**config.mk**
```make
export PLATFORM = sky130hd
export DESIGN_NAME = mfp_uart_srec_loader_flat
export DESIGN_NICKNAME = d
export VERILOG_FILES = /design/src/rtl/mfp_uart_srec_loader_if.sv /design/src/rtl/mfp_uart_srec_loader.sv /design/src/flat_wrapper.sv
export SDC_FILE = /design/constraint.sdc
export NUM_CORES = 1
export LEC_CHECK = 0
export CORE_MARGIN = 1
export CORE_UTILIZATION = 57
export DETAILED_ROUTE_END_ITERATION = 8
export GPL_TIMING_DRIVEN = 1
export PLACE_DENSITY = 0.92
export SYNTH_ARGS = -nofsm -noshare
export SYNTH_HDL_FRONTEND = slang
export SYNTH_SLANG_ARGS = --single-unit
export TNS_END_PERCENT = 1
```
**constraint.sdc**
```tcl
create_clock -name clock -period 5.38 [get_ports clock]
set_input_delay 1.076 -clock clock [delete_from_list [all_inputs] [get_ports clock]]
set_output_delay 1.076 -clock clock [all_outputs]
set_load 0.02 [all_outputs]
```
**src/rtl/mfp_uart_srec_loader_if.sv**
```systemverilog
// Byte-stream input and word-write output bundle of the S-record loader.
// The master side is the UART/host, the slave side is the loader itself.
interface mfp_uart_srec_loader_if #(
  parameter int record_count_width = 16
);
  logic [7:0]                    byte_data;
  logic                          byte_ready;
  logic                          error_clear;
  logic                          write_enable;
  logic [31:0]                   write_address;
  logic [31:0]                   write_data;
  logic                          record_active;
  logic                          format_error;
  logic                          checksum_error;
  logic [record_count_width-1:0] record_count;

  modport master (
    output byte_data, byte_ready, error_clear,
    input  write_enable, write_address, write_data, record_active,
    input  format_error, checksum_error, record_count
  );

  modport slave (
    input  byte_data, byte_ready, error_clear,
    output write_enable, write_address, write_data, record_active,
    output format_error, checksum_error, record_count
  );
endinterface

```
**src/rtl/mfp_uart_srec_loader.sv**
```systemverilog
// Motorola S3-record parser that turns a UART character stream into
// little-endian 32-bit word writes for the program-load path.
module mfp_uart_srec_loader #(
  parameter int record_count_width = 16,
  parameter bit accept_lowercase   = 1'b1
) (
  input logic                  clock,
  input logic                  reset_n,
  mfp_uart_srec_loader_if.slave bus
);

  typedef enum logic [2:0] {
    IDLE,
    TYPE,
    COUNT,
    ADDR,
    DATA,
    CSUM,
    SKIP
  } state_t;

  state_t                        state;
  state_t                        state_next;
  logic [2:0]                    nib_cnt;
  logic [3:0]                    hi_nib;
  logic [7:0]                    count_q;
  logic [7:0]                    sum_q;
  logic [7:0]                    data_left;
  logic [31:0]                   addr_q;
  logic [31:0]                   word_q;
  logic [1:0]                    byte_idx;
  logic                          write_enable_q;
  logic [31:0]                   write_address_q;
  logic [31:0]                   write_data_q;
  logic                          format_error_q;
  logic                          checksum_error_q;
  logic [record_count_width-1:0] record_count_q;

  logic                          hex_ok;
  logic [3:0]                    hex_val;
  logic [7:0]                    field_byte;
  logic [7:0]                    addr_byte;
  logic [7:0]                    sum_inv;
  logic                          set_format;
  logic                          set_checksum;
  logic                          record_good;

  always_comb begin
    hex_ok  = 1'b0;
    hex_val = 4'd0;
    if (bus.byte_data >= 8'h30 && bus.byte_data <= 8'h39) begin
      hex_ok  = 1'b1;
      hex_val = bus.byte_data[3:0];
    end else if (bus.byte_data >= 8'h41 && bus.byte_data <= 8'h46) begin
      hex_ok  = 1'b1;
      hex_val = bus.byte_data[3:0] + 4'd9;
    end else if (accept_lowercase && bus.byte_data >= 8'h61 && bus.byte_data <= 8'h66) begin
      hex_ok  = 1'b1;
      hex_val = bus.byte_data[3:0] + 4'd9;
    end
  end

  assign field_byte = {hi_nib, hex_val};
  assign addr_byte  = {addr_q[3:0], hex_val};
  assign sum_inv    = ~sum_q;

  // A count of 5 + 4n bytes is the only shape that yields whole words.
  always_comb begin
    state_next   = state;
    set_format   = 1'b0;
    set_checksum = 1'b0;
    record_good  = 1'b0;
    if (bus.byte_ready) begin
      case (state)
        IDLE: begin
          if (bus.byte_data == 8'h53) state_next = TYPE;
        end
        TYPE: begin
          state_next = (bus.byte_data == 8'h33) ? COUNT : SKIP;
        end
        COUNT: begin
          if (!hex_ok) begin
            set_format = 1'b1;
            state_next = SKIP;
          end else if (nib_cnt[0]) begin
            if (field_byte < 8'd5 || field_byte[1:0] != 2'b01) begin
              set_format = 1'b1;
              state_next = SKIP;
            end else begin
              state_next = ADDR;
            end
          end
        end
        ADDR: begin
          if (!hex_ok) begin
            set_format = 1'b1;
            state_next = SKIP;
          end else if (nib_cnt == 3'd7) begin
            if (hex_val[1:0] != 2'b00) begin
              set_format = 1'b1;
              state_next = SKIP;
            end else if (count_q == 8'd5) begin
              state_next = CSUM;
            end else begin
              state_next = DATA;
            end
          end
        end
        DATA: begin
          if (!hex_ok) begin
            set_format = 1'b1;
            state_next = SKIP;
          end else if (nib_cnt[0] && data_left == 8'd1) begin
            state_next = CSUM;
          end
        end
        CSUM: begin
          if (!hex_ok) begin
            set_format = 1'b1;
            state_next = SKIP;
          end else if (nib_cnt[0]) begin
            if (field_byte == sum_inv) record_good = 1'b1;
            else set_checksum = 1'b1;
            state_next = IDLE;
          end
        end
        SKIP: begin
          if (bus.byte_data == 8'h0D || bus.byte_data == 8'h0A) state_next = IDLE;
        end
        default: state_next = IDLE;
      endcase
    end
  end

  // Words are written as soon as they complete; the checksum only flags the record afterwards.
  always_ff @(posedge clock) begin
    if (!reset_n) begin
      state            <= IDLE;
      nib_cnt          <= 3'd0;
      hi_nib           <= 4'd0;
      count_q          <= 8'd0;
      sum_q            <= 8'd0;
      data_left        <= 8'd0;
      addr_q           <= 32'd0;
      word_q           <= 32'd0;
      byte_idx         <= 2'd0;
      write_enable_q   <= 1'b0;
      write_address_q  <= 32'd0;
      write_data_q     <= 32'd0;
      format_error_q   <= 1'b0;
      checksum_error_q <= 1'b0;
      record_count_q   <= '0;
    end else begin
      state          <= state_next;
      write_enable_q <= 1'b0;

      if (set_format) format_error_q <= 1'b1;
      else if (bus.error_clear) format_error_q <= 1'b0;

      if (set_checksum) checksum_error_q <= 1'b1;
      else if (bus.error_clear) checksum_error_q <= 1'b0;

      if (record_good)
        record_count_q <= record_count_q + {{(record_count_width-1){1'b0}}, 1'b1};

      if (bus.byte_ready) begin
        nib_cnt <= (state_next != state) ? 3'd0 : nib_cnt + 3'd1;
        case (state)
          TYPE: begin
            byte_idx <= 2'd0;
          end
          COUNT: begin
            hi_nib <= hex_val;
            if (nib_cnt[0]) begin
              count_q   <= field_byte;
              sum_q     <= field_byte;
              data_left <= field_byte - 8'd5;
            end
          end
          ADDR: begin
            addr_q <= {addr_q[27:0], hex_val};
            if (nib_cnt[0]) sum_q <= sum_q + addr_byte;
          end
          DATA: begin
            hi_nib <= hex_val;
            if (nib_cnt[0] && hex_ok) begin
              sum_q                          <= sum_q + field_byte;
              data_left                      <= data_left - 8'd1;
              word_q[{byte_idx, 3'b000} +: 8] <= field_byte;
              byte_idx                       <= byte_idx + 2'd1;
              if (byte_idx == 2'd3) begin
                write_enable_q  <= 1'b1;
                write_address_q <= addr_q;
                write_data_q    <= {field_byte, word_q[23:0]};
                addr_q          <= addr_q + 32'd4;
              end
            end
          end
          CSUM: begin
            hi_nib <= hex_val;
          end
          default: begin
          end
        endcase
      end
    end
  end

  assign bus.write_enable   = write_enable_q;
  assign bus.write_address  = write_address_q;
  assign bus.write_data     = write_data_q;
  assign bus.record_active  = (state == COUNT) || (state == ADDR) ||
                              (state == DATA)  || (state == CSUM);
  assign bus.format_error   = format_error_q;
  assign bus.checksum_error = checksum_error_q;
  assign bus.record_count   = record_count_q;

endmodule
```
**src/flat_wrapper.sv**
```systemverilog
// flat-port wrapper written by rule: the top's interface ports become plain ports
module mfp_uart_srec_loader_flat 
#(
  parameter int record_count_width = 16,
  parameter bit accept_lowercase   = 1'b1
)
  (clock, reset_n, bus_byte_data, bus_byte_ready, bus_error_clear, bus_write_enable, bus_write_address, bus_write_data, bus_record_active, bus_format_error, bus_checksum_error, bus_record_count);
  mfp_uart_srec_loader_if #(.record_count_width(record_count_width)) bus_i ();
  input logic clock;
  input logic reset_n;
  input wire logic [$bits(bus_i.byte_data)-1:0] bus_byte_data;
  input wire logic [$bits(bus_i.byte_ready)-1:0] bus_byte_ready;
  input wire logic [$bits(bus_i.error_clear)-1:0] bus_error_clear;
  output wire logic [$bits(bus_i.write_enable)-1:0] bus_write_enable;
  output wire logic [$bits(bus_i.write_address)-1:0] bus_write_address;
  output wire logic [$bits(bus_i.write_data)-1:0] bus_write_data;
  output wire logic [$bits(bus_i.record_active)-1:0] bus_record_active;
  output wire logic [$bits(bus_i.format_error)-1:0] bus_format_error;
  output wire logic [$bits(bus_i.checksum_error)-1:0] bus_checksum_error;
  output wire logic [$bits(bus_i.record_count)-1:0] bus_record_count;
  assign bus_i.byte_data = bus_byte_data;
  assign bus_i.byte_ready = bus_byte_ready;
  assign bus_i.error_clear = bus_error_clear;
  assign bus_write_enable = bus_i.write_enable;
  assign bus_write_address = bus_i.write_address;
  assign bus_write_data = bus_i.write_data;
  assign bus_record_active = bus_i.record_active;
  assign bus_format_error = bus_i.format_error;
  assign bus_checksum_error = bus_i.checksum_error;
  assign bus_record_count = bus_i.record_count;
  mfp_uart_srec_loader #(.record_count_width(record_count_width), .accept_lowercase(accept_lowercase)) u_core (.clock(clock), .reset_n(reset_n), .bus(bus_i));
endmodule
```
== Word-level counts from Yosys, hierarchy flattened ==
Cells that the tools add are included.
Storage, ports and cells
  logic and storage cells: 144
  register bits: 183
  output and inout bits: 84
Cells by class
  $lt $le $gt $ge: 7
  equality and inequality tests: 21
  bitwise logic cells: 1
  mux-type cells: 59
  add/subtract/negate cells: 10
  reduce and logical (&&, ||, !) cells: 29
  shifts and indexed selects: 2
Operators by type and width (count)
  32-bit two-way mux: 2
  32-bit one-hot mux with 2 select lines: 1
  3-bit two-way mux: 15
  8-bit two-way mux: 5
  32-bit by 3-bit adder with 32-bit output, second input constant: 1
  32-bit bitwise mux: 1
  8-bit by 7-bit variable shift with 32-bit output, first input constant: 1
  8-bit by 7-bit variable part select with 32-bit output: 1
  1-bit two-way mux: 26
  8-bit one-hot mux with 3 select lines: 1
  3-bit one-hot mux with 7 select lines: 1
  16-bit by 1-bit adder with 16-bit output, second input constant: 1
  8-bit adder: 2
  8-bit by 4-bit == test with 1-bit output, second input constant: 2
  8-bit by 7-bit >= comparator with 1-bit output, second input constant: 2
  8-bit by 7-bit less-or-equal comparator with 1-bit output, second input constant: 2
  8-bit one-hot mux with 2 select lines: 1
  4-bit AND reduction: 4
  3-bit == test, second input constant: 4
  4-bit two-way mux: 3
  2-bit nonzero test: 6
  2-bit by 1-bit inequality test with 1-bit output, second input constant: 5
  3-bit AND reduction: 3
  8-bit by 1-bit == test with 1-bit output, second input constant: 1
  other kinds (29): 38

== Longest topological paths before layout ==
Gate-level depths: netlist of run 1.
  depth after elaboration: 14
  mapped depth: 16
  gate-level depth less buffers: 14

== Worst setup path before layout of run 1 ==
No wires, ideal clock.
  path kind: input to register
  start point: input bus_byte_data[0]
  end point: register u_core.sum_q[7]
  stages on the path: 14
  setup slack: 1.153 ns
  data arrival time: 4.101 ns
  library setup time: 0.126 ns
  data required time: 5.254 ns
  path through: inv_1 ha_1 or3b_4 and3_1 buf_6 a21boi_2 inv_1 ha_1 a21o_1 a221oi_1 nor4bb_1 nor4b_1 mux2i_1 a31oi_1
On the way
  cells in the longest elaborated chain, start to end: 8
  elaborated cells on any way between the ends: 24
  those cells by class: add/sub: 3; order compare: 6; eq/ne: 1; mux: 9; reduce/logical: 5
Ends and longest elaborated chain
  from (decl): RTL line flat_wrapper.sv:11  | input wire logic [$bits(bus_i.byte_data)-1:0] bus_byte_data;
  8-bit by 7-bit >= comparator with 1-bit output / 8-bit by 7-bit less-or-equal comparator with 1-bit output (equally long branches): RTL line mfp_uart_srec_loader.sv:57  | end else if (accept_lowercase && bus.byte_data >= 8'h61 && bus.byte_data <= 8'h66) begin
  1-bit logical AND: RTL line mfp_uart_srec_loader.sv:57
  4-bit two-way mux: RTL line mfp_uart_srec_loader.sv:57
  4-bit two-way mux: RTL line mfp_uart_srec_loader.sv:54  | end else if (bus.byte_data >= 8'h41 && bus.byte_data <= 8'h46) begin
  4-bit two-way mux *: RTL line mfp_uart_srec_loader.sv:51  | if (bus.byte_data >= 8'h30 && bus.byte_data <= 8'h39) begin
  net u_core.hex_val[1]: RTL line mfp_uart_srec_loader.sv:40  | logic [3:0] hex_val;
  8-bit adder, on equally long branches: RTL line mfp_uart_srec_loader.sv:187, mfp_uart_srec_loader.sv:182
  8-bit two-way mux, on equally long branches: RTL line mfp_uart_srec_loader.sv:186, mfp_uart_srec_loader.sv:182
  8-bit one-hot mux with 3 select lines *: RTL line mfp_uart_srec_loader.sv:168  | case (state)
  to (signal assigned): RTL line mfp_uart_srec_loader.sv:176  | sum_q <= field_byte;
  to (signal assigned): RTL line mfp_uart_srec_loader.sv:182  | if (nib_cnt[0]) sum_q <= sum_q + addr_byte;
  to (signal assigned): RTL line mfp_uart_srec_loader.sv:187  | sum_q <= sum_q + field_byte;
  to (decl): RTL line mfp_uart_srec_loader.sv:27  | logic [7:0] sum_q;
The timed path passes the listed nets; every way through them passes the cells marked *. The select of a mux whose other input is x is not followed.
A chain may end at the register's enable or synchronous reset.

== Worst setup path in the final report of run 1 ==
  start point: input bus_byte_data[1]
  end point: register u_core.sum_q[7]
On the way
  cells in the longest elaborated chain, start to end: 8
  elaborated cells on any way between the ends: 24
  those cells by class: add/sub: 3; order compare: 6; eq/ne: 1; mux: 9; reduce/logical: 5
Ends and longest elaborated chain
  8-bit by 7-bit >= comparator with 1-bit output / 8-bit by 7-bit less-or-equal comparator with 1-bit output (equally long branches): RTL line mfp_uart_srec_loader.sv:57
  1-bit logical AND: RTL line mfp_uart_srec_loader.sv:57
  4-bit two-way mux / 1-bit two-way mux (equally long branches): RTL line mfp_uart_srec_loader.sv:57
  4-bit two-way mux / 1-bit two-way mux (equally long branches): RTL line mfp_uart_srec_loader.sv:54
  4-bit two-way mux / 1-bit two-way mux (equally long branches): RTL line mfp_uart_srec_loader.sv:51
  8-bit adder, or another cell as far along: RTL line mfp_uart_srec_loader.sv:187
  8-bit two-way mux, or another cell as far along: RTL line mfp_uart_srec_loader.sv:186  | if (nib_cnt[0] && hex_ok) begin
  8-bit one-hot mux with 3 select lines / 5-bit AND reduction (equally long branches)
Several ways; a longest one is shown, not always the timed one. The select of a mux whose other input is x is not followed.

==> impl_metrics.csv, run 1 <==
group,metric,value,unit
run_status,status,"completed",
clock_tree,cts_tree,"built",
logic_synthesis,syn_area_per_cell,7.97,um^2
logic_synthesis,netlist_top_cells_count,"nand2_1, dfxtp_1, a21oi_1",
worst_setup_path,path_buf_inv,3,
grt,grt_max_degree,93,
grt,grt_first_pass_wirelength,39500,um
logic_synthesis,post-synth-top-count-cell,"nand2_1",
worst_setup_path,r2r-start,"u_core.state[2]",
timing,relSlewSlack,19.8,%
cells_and_area,fillers,1178,
clock_tree,max-clock-path-buffers,2,
clock_tree,path_clk_slew,70,ps
clock_tree,numCtsBuffers,17,
logic_synthesis,synth_compound_area_share,24.0,%
grt,grt_use_total,30.0,%
logic_synthesis,synth_xor_area_share,1.74,%
timing,rsz0062_at_grt,"false",
logic_synthesis,synth_top_family_by_area,"simple AND/OR/NAND/NOR gates",
worst_setup_path,critPathMaxFanout,5,
placed_design,hpwl,15500,um
clock_tree,worst_skew_pair.late_latency,440,ps
flow_run,drv_cap,0,
cells_and_area,seqCellArea,3500,um^2
worst_setup_path,worstPathArrival,4840,ps
cells_and_area,nNetsFinal,1216,
worst_setup_path,crit_path_start_kind,"input port",
logic_synthesis,synth.top_cell.area_share,38.6,%
clock_tree,hold_buffers,0,
logic_synthesis,synth_ff_type,"dfxtp_1",
logic_synthesis,ys_types,81,
power,cellPowerDensity,256,nW/um^2
logic_synthesis,yosys.area_share.simple,25.1,%
floorplan,ios,96,
timing,finalClockSkew,9.43,ps
route,wl_per_cell,17.3,um
logic_synthesis,synth-seq-cells,175,
floorplan,die_width,128,um
cells_and_area,syn_to_final_growth,17.6,%
worst_setup_path,crit_type,"in2reg",
timing,period_needed,4530,ps
floorplan,die_area,16400,um^2
worst_setup_path,worstPathCellList,"clkdlybuf4s50_1 > inv_1 > ha_1 > or3b_4 > a31oi_1 > a31o_2 > inv_2 > ha_1 > and3_1 > a221oi_1 > nor4bb_1 > nor4b_1 > mux2i_1 > a31oi_1",
timing,hold_slack,455,ps
route,vias_per_cell,6.28,
worst_setup_path,critPathTopFamily,"simple AND/OR/NAND/NOR gates",
placed_design,globalplace.congestion,0.933,
worst_setup_path,slowest_stage,"clkdlybuf4s50_1",
clock_tree,ctsResizeCount,0,
floorplan,dieHeight,128,um
power,p_leak,0.00372,uW
timing,setup_viol,0,
worst_setup_path,rr_worst_depth,10,
route,drt-pass1-iter-count,6,
worst_setup_path,worstSetupEndpointType,"flop",
floorplan,core,15400,um^2
worst_setup_path,r2r-end,"u_core.sum_q[7]",
timing,drv_slew,0,
route,wirelength,24200,um
grt,grt_overflow,0,
worst_setup_path,required,5700,ps
worst_setup_path,startpoint,"bus_byte_data[1]",
min_path,hp-class,"reg2reg",
worst_setup_path,crit_end,"u_core.sum_q[7]",
cells_and_area,drive_gt1_share,7.64,%
logic_synthesis,synth_cells,1138,
power,p_total,2730,uW
floorplan,rows,45,
logic_synthesis,synthMuxAreaShare,1.43,%
logic_synthesis,synth_edf_count,0,
grt,grt_pass1_vias,8035,
timing,clock.fmax,221,MHz
logic_synthesis,ys_async_sr_fraction,0,%
logic_synthesis,seq_area_frac_synth,38.6,%
route,ant_nets,0,
logic_synthesis,netlist_area,9070,um^2
worst_setup_path,ff2ff_setup_slack,1690,ps
timing,tightest_slew,1200,ps
clock_tree,cts_root_buf,"clkbuf_16",
logic_synthesis,synth_fa_ha_area_share,3.67,%
timing,finalSetupTns,0,ps
logic_synthesis,synth_top_cells_by_area,"dfxtp_1, nand2_1, a21oi_1, nor2_1, ha_1",
placed_design,portBuffers,95,
logic_synthesis,yosys.area.top_type,"dfxtp_1",
clock_tree,clkSinkCount,175,
logic_synthesis,syn_nets,1176,
floorplan,start_util,59.0,%
worst_setup_path,worst-path-stages,14,
timing,hold_violations,0,
route,drc,0,
power,peakVddDrop,0.237,mV
clock_tree,cts_max_level,4,
grt,antenna_found_initial,0,
logic_synthesis,yosysWarnings,0,
cells_and_area,diodes,0,
clock_tree,cts_setup_buffers,0,
worst_setup_path,cpPeakStageDelay,550,ps
route,via_count,8805,
cells_and_area,multi_input_area,5080,um^2
timing,min_period_over_period,84.1,%
route,drtIter0Drc,813,
## final cells by class
type / instances / area share (%)
Timing Repair Buffer: 111 / 10.2
Multi-Input combinational cell: 850 / 47.6
Tap cell: 211 / 2.48
Sequential cell: 175 / 32.8
Clock inverter: 14 / 1.92
Clock buffer: 18 / 4.12
Inverter: 23 / 0.833
## logic make-up after synthesis
group                      Yosys count
AOI/OAI and AO/OA                  322
muxes                               13
xor gates and xnor gates            18
buffers and inverters              113
adders and majority gates           26
DFF                                175
and+or+nand+nor                    471
## worst min path at each step
stage	from	to	slack (ps)	depth (start not counted)
after floorplan	u_core.nib_cnt[1]	u_core.nib_cnt[1]	430	2
after global placement	u_core.bus.write_address[23]	u_core.bus.write_address[23]	440	2
after detailed placement	u_core.bus.write_address[23]	u_core.bus.write_address[23]	450	2
after CTS	u_core.bus.write_address[19]	u_core.bus.write_address[19]	450	2
after global routing	u_core.bus.write_address[21]	u_core.bus.write_address[21]	460	2
final	u_core.bus.write_address[31]	u_core.bus.write_address[31]	450	2
## state kept, by name (all words and copies together), names as in the netlist, 4 cells and up
name                      count
u_core.count_q                8
u_core.hi_nib                 4
u_core.sum_q                  8
u_core.bus.write_address     32
u_core.bus.record_count      16
u_core.bus.write_data        32
u_core.word_q                24
u_core.data_left              8
u_core.addr_q                32
## stage by stage
| step | setup slack [ps] | area, um^2 | std cells | util (%) |
|---|---|---|---|---|
| after floorplan | 1150 | 9070 | 1138 | - |
| after global placement | 593 | 10000 | 1370 | 65.2 |
| after detailed placement | 479 | 10000 | 1370 | 65.2 |
| after CTS | 896 | 10700 | 1402 | 69.4 |
| after global routing | 661 | 10700 | 1402 | 69.4 |
| final | 855 | 10700 | 1402 | 69.4 |
## metal layers
metal	wire length (um)	GRT usage, %	up-vias
met5	0	0	-
met2	11700	50.5	386
li1	-	-	4129
met3	1670	7.39	76
met4	806	13.0	0
met1	10000	36.5	4214
## power breakdown
group	internal, uW	total [uW]	switching [uW]
clock network	798	1340	547
logic	28.6	87.5	58.9
registers	1300	1300	2.88
total	2120	2730	608
## tightest hold or removal path, cell delays in order (launching register included)
cell and delay (ps):
dfxtp_1 310, nand2_1 50, a21oi_1 50
## cell usage in the layout, fill, tap and decap left out, drive strengths merged, types with 8 or more instances in the layout
cell type      synthesis  final
and3                  21     21
nor2                 105    105
ha                    25     25
a21oi                128    128
and4                   8      8
clkbuf                60     18
nand4                 11     11
o211ai                11     11
o221a                 10     10
dfxtp                175    175
nand2                209    209
buf                   30     16
a22oi                 24     24
nor3                   9      9
a31oi                 14     14
inv                   23     26
clkdlybuf4s50          0     95
nor4b                  8      8
and2                  10     10
a21o                  10     10
mux2i                 13     13
o31ai                  8      8
nand2b                13     13
xnor2                 14     14
o21ai                 37     37
nand3                 31     31
a211oi                23     23
Note: power is estimated with default switching activity, not from simulation.
==> inputs of run 2 (changes only) <==
--- a/config.mk
+++ b/config.mk
@@ -6,10 +6,10 @@
 export NUM_CORES = 1
 export LEC_CHECK = 0
 export CORE_MARGIN = 1
-export CORE_UTILIZATION = 57
+export CORE_UTILIZATION = 52
 export DETAILED_ROUTE_END_ITERATION = 8
 export GPL_TIMING_DRIVEN = 1
-export PLACE_DENSITY = 0.92
+export PLACE_DENSITY = 0.89
 export SYNTH_ARGS = -nofsm -noshare
 export SYNTH_HDL_FRONTEND = slang
 export SYNTH_SLANG_ARGS = --single-unit
==> constraint.sdc (replaced) <==
create_clock -name clock -period 4 [get_ports clock]
set_input_delay 0.8 -clock clock [delete_from_list [all_inputs] [get_ports clock]]
set_output_delay 0.8 -clock clock [all_outputs]
set_load 0.02 [all_outputs]
==> impl_metrics.csv, run 2 (synthesized netlist as in run 1, its figures left out) <==
group,metric,value,unit
route,wirelength,24000,um
power,p_leak,0.00386,uW
worst_setup_path,rr_worst_depth,12,
route,drt-pass1-iter-count,5,
clock_tree,max-clock-path-buffers,2,
cells_and_area,nNetsFinal,1252,
timing,clock.fmax,265,MHz
min_path,holdPathEnd,"u_core.bus.write_data[0]",
grt,grt_use_total,26.8,%
route,wl_per_cell,16.6,um
grt,grt_overflow,0,
worst_setup_path,r2r-end,"u_core.sum_q[7]",
power,peakVddDrop,0.321,mV
worst_setup_path,ff2ff_setup_slack,920,ps
cells_and_area,syn_to_final_growth,20.1,%
route,drc,0,
cells_and_area,final_common_cell,"nand2_1",
timing,hold_slack,453,ps
timing,period_needed,3770,ps
cells_and_area,multi_input_area,5090,um^2
worst_setup_path,worstSetupEndpointType,"flop",
timing,finalSetupTns,0,ps
clock_tree,hold_buffers,0,
floorplan,rows,47,
timing,drv_slew,0,
route,vias_per_cell,6.02,
clock_tree,cts_tree,"built",
floorplan,die_width,134,um
clock_tree,numCtsBuffers,17,
route,drtIter0Drc,746,
floorplan,ios,96,
clock_tree,worst_skew_pair.late_latency,430,ps
min_path,hold_path.startpoint,"u_core.word_q[0]",
cells_and_area,drive_gt1_share,10.4,%
clock_tree,cts_root_buf,"clkbuf_16",
flow_run,drv_cap,0,
placed_design,dpl_worst_slack,-225,ps
floorplan,core,16800,um^2
worst_setup_path,critPathMaxFanout,5,
floorplan,dieHeight,134,um
worst_setup_path,required,4320,ps
min_path,hp-class,"reg2reg",
run_status,status,"completed",
timing,min_period_over_period,94.2,%
min_path,hold_depth,2,
grt,antenna_found_initial,0,
clock_tree,clkSinkCount,175,
placed_design,hpwl,16000,um
worst_setup_path,crit_path_start_kind,"input port",
route,via_count,8707,
timing,rsz0062_at_grt,"false",
timing,setup_viol,0,
worst_setup_path,r2r-start,"u_core.state[2]",
clock_tree,cts_max_level,4,
placed_design,globalplace.congestion,0.934,
power,cellPowerDensity,324,nW/um^2
floorplan,die_area,18000,um^2
timing,hold_violations,0,
clock_tree,path_clk_slew,70,ps
timing,relSlewSlack,43.0,%
cells_and_area,layout_common_cells,"nand2_1, dfxtp_1, a21oi_1",
worst_setup_path,crit_type,"in2reg",
cells_and_area,fillers,1371,
clock_tree,cts_setup_buffers,0,
timing,tightest_slew,853,ps
cells_and_area,seqCellArea,3500,um^2
route,ant_nets,0,
grt,grt_first_pass_wirelength,39100,um
clock_tree,ctsResizeCount,0,
cells_and_area,diodes,0,
timing,finalWorstSetupSlack,233,ps
placed_design,portBuffers,95,
timing,finalClockSkew,6.05,ps
grt,grt_max_degree,76,
floorplan,start_util,53.9,%
worst_setup_path,worstPathArrival,4090,ps
grt,grt_pass1_vias,8217,
power,p_total,3520,uW
[run 2: metrics by stage]
step                instances  instance area [um^2]  utilization [%]
detailed placement       1415                 10300             61.3
floorplan                1138                  9070                -
global placement         1415                 10300             61.3
finish                   1447                 10900             64.8
CTS                      1447                 10900             64.7
global route             1447                 10900             64.8
[run 2: worst max-delay path by stage]
| stage | end | slack, ps | start |
|---|---|---|---|
| after global routing | u_core.sum_q[7] | 20 | bus_byte_data[1] |
| after CTS | u_core.sum_q[7] | 220 | bus_byte_data[1] |
| after detailed placement | u_core.sum_q[7] | -220 | bus_byte_data[1] |
| after global placement | u_core.sum_q[7] | -210 | bus_byte_data[1] |
| final | u_core.sum_q[7] | 230 | bus_byte_data[1] |
| after floorplan | u_core.sum_q[7] | 50 | bus_byte_data[0] |
[run 2: final cells by class]
cell class / count / area share [%]
Sequential cell: 175 / 32.2
Clock buffer: 21 / 4.41
Tap cell: 220 / 2.53
Clock inverter: 11 / 0.965
Inverter: 23 / 0.815
Timing Repair Buffer: 147 / 12.4
Multi-Input combinational cell: 850 / 46.7
[run 2: report_power, final]
group          total, uW  internal (uW)  switching, uW
Combinational        135           50.4           84.8
Sequential          1750           1740           3.42
Clock               1640            927            715
Total               3520           2720            803
[run 2: per-layer routing]
| metal | track usage, % | vias up | wire (um) |
|---|---|---|---|
| met3 | 4.88 | 67 | 1500 |
| met4 | 12.8 | 0 | 745 |
| met5 | 0 | - | 0 |
| met1 | 33.0 | 4113 | 10100 |
| li1 | - | 4194 | - |
| met2 | 45.3 | 333 | 11700 |
[run 2: worst max-delay path, stage by stage]
cell	delay (ps)
clkdlybuf4s50_1	470
inv_1	60
ha_1	200
or3b_4	410
and3_1	180
a21boi_2	190
inv_1	80
ha_1	300
a21o_1	190
a221oi_2	240
buf_4	160
nor4bb_1	50
nor4b_1	310
buf_4	180
mux2i_1	180
a31oi_1	90
==> inputs of run 3 (changes only) <==
--- a/config.mk
+++ b/config.mk
@@ -7,9 +7,11 @@
 export LEC_CHECK = 0
 export CORE_MARGIN = 1
 export CORE_UTILIZATION = 52
+export CTS_CLUSTER_DIAMETER = 150
 export DETAILED_ROUTE_END_ITERATION = 8
 export GPL_TIMING_DRIVEN = 1
 export PLACE_DENSITY = 0.89
+export SLEW_MARGIN = 20
 export SYNTH_ARGS = -nofsm -noshare
 export SYNTH_HDL_FRONTEND = slang
 export SYNTH_SLANG_ARGS = --single-unit
==> constraint.sdc (replaced) <==
create_clock -name clock -period 4 [get_ports clock]
set_input_delay 0.8 -clock clock [delete_from_list [all_inputs] [get_ports clock]]
set_output_delay 0.8 -clock clock [all_outputs]
set_load 0.01 [all_outputs]
==> results of run 3 <==
The final DEF is identical to that of run 2. Status: completed.
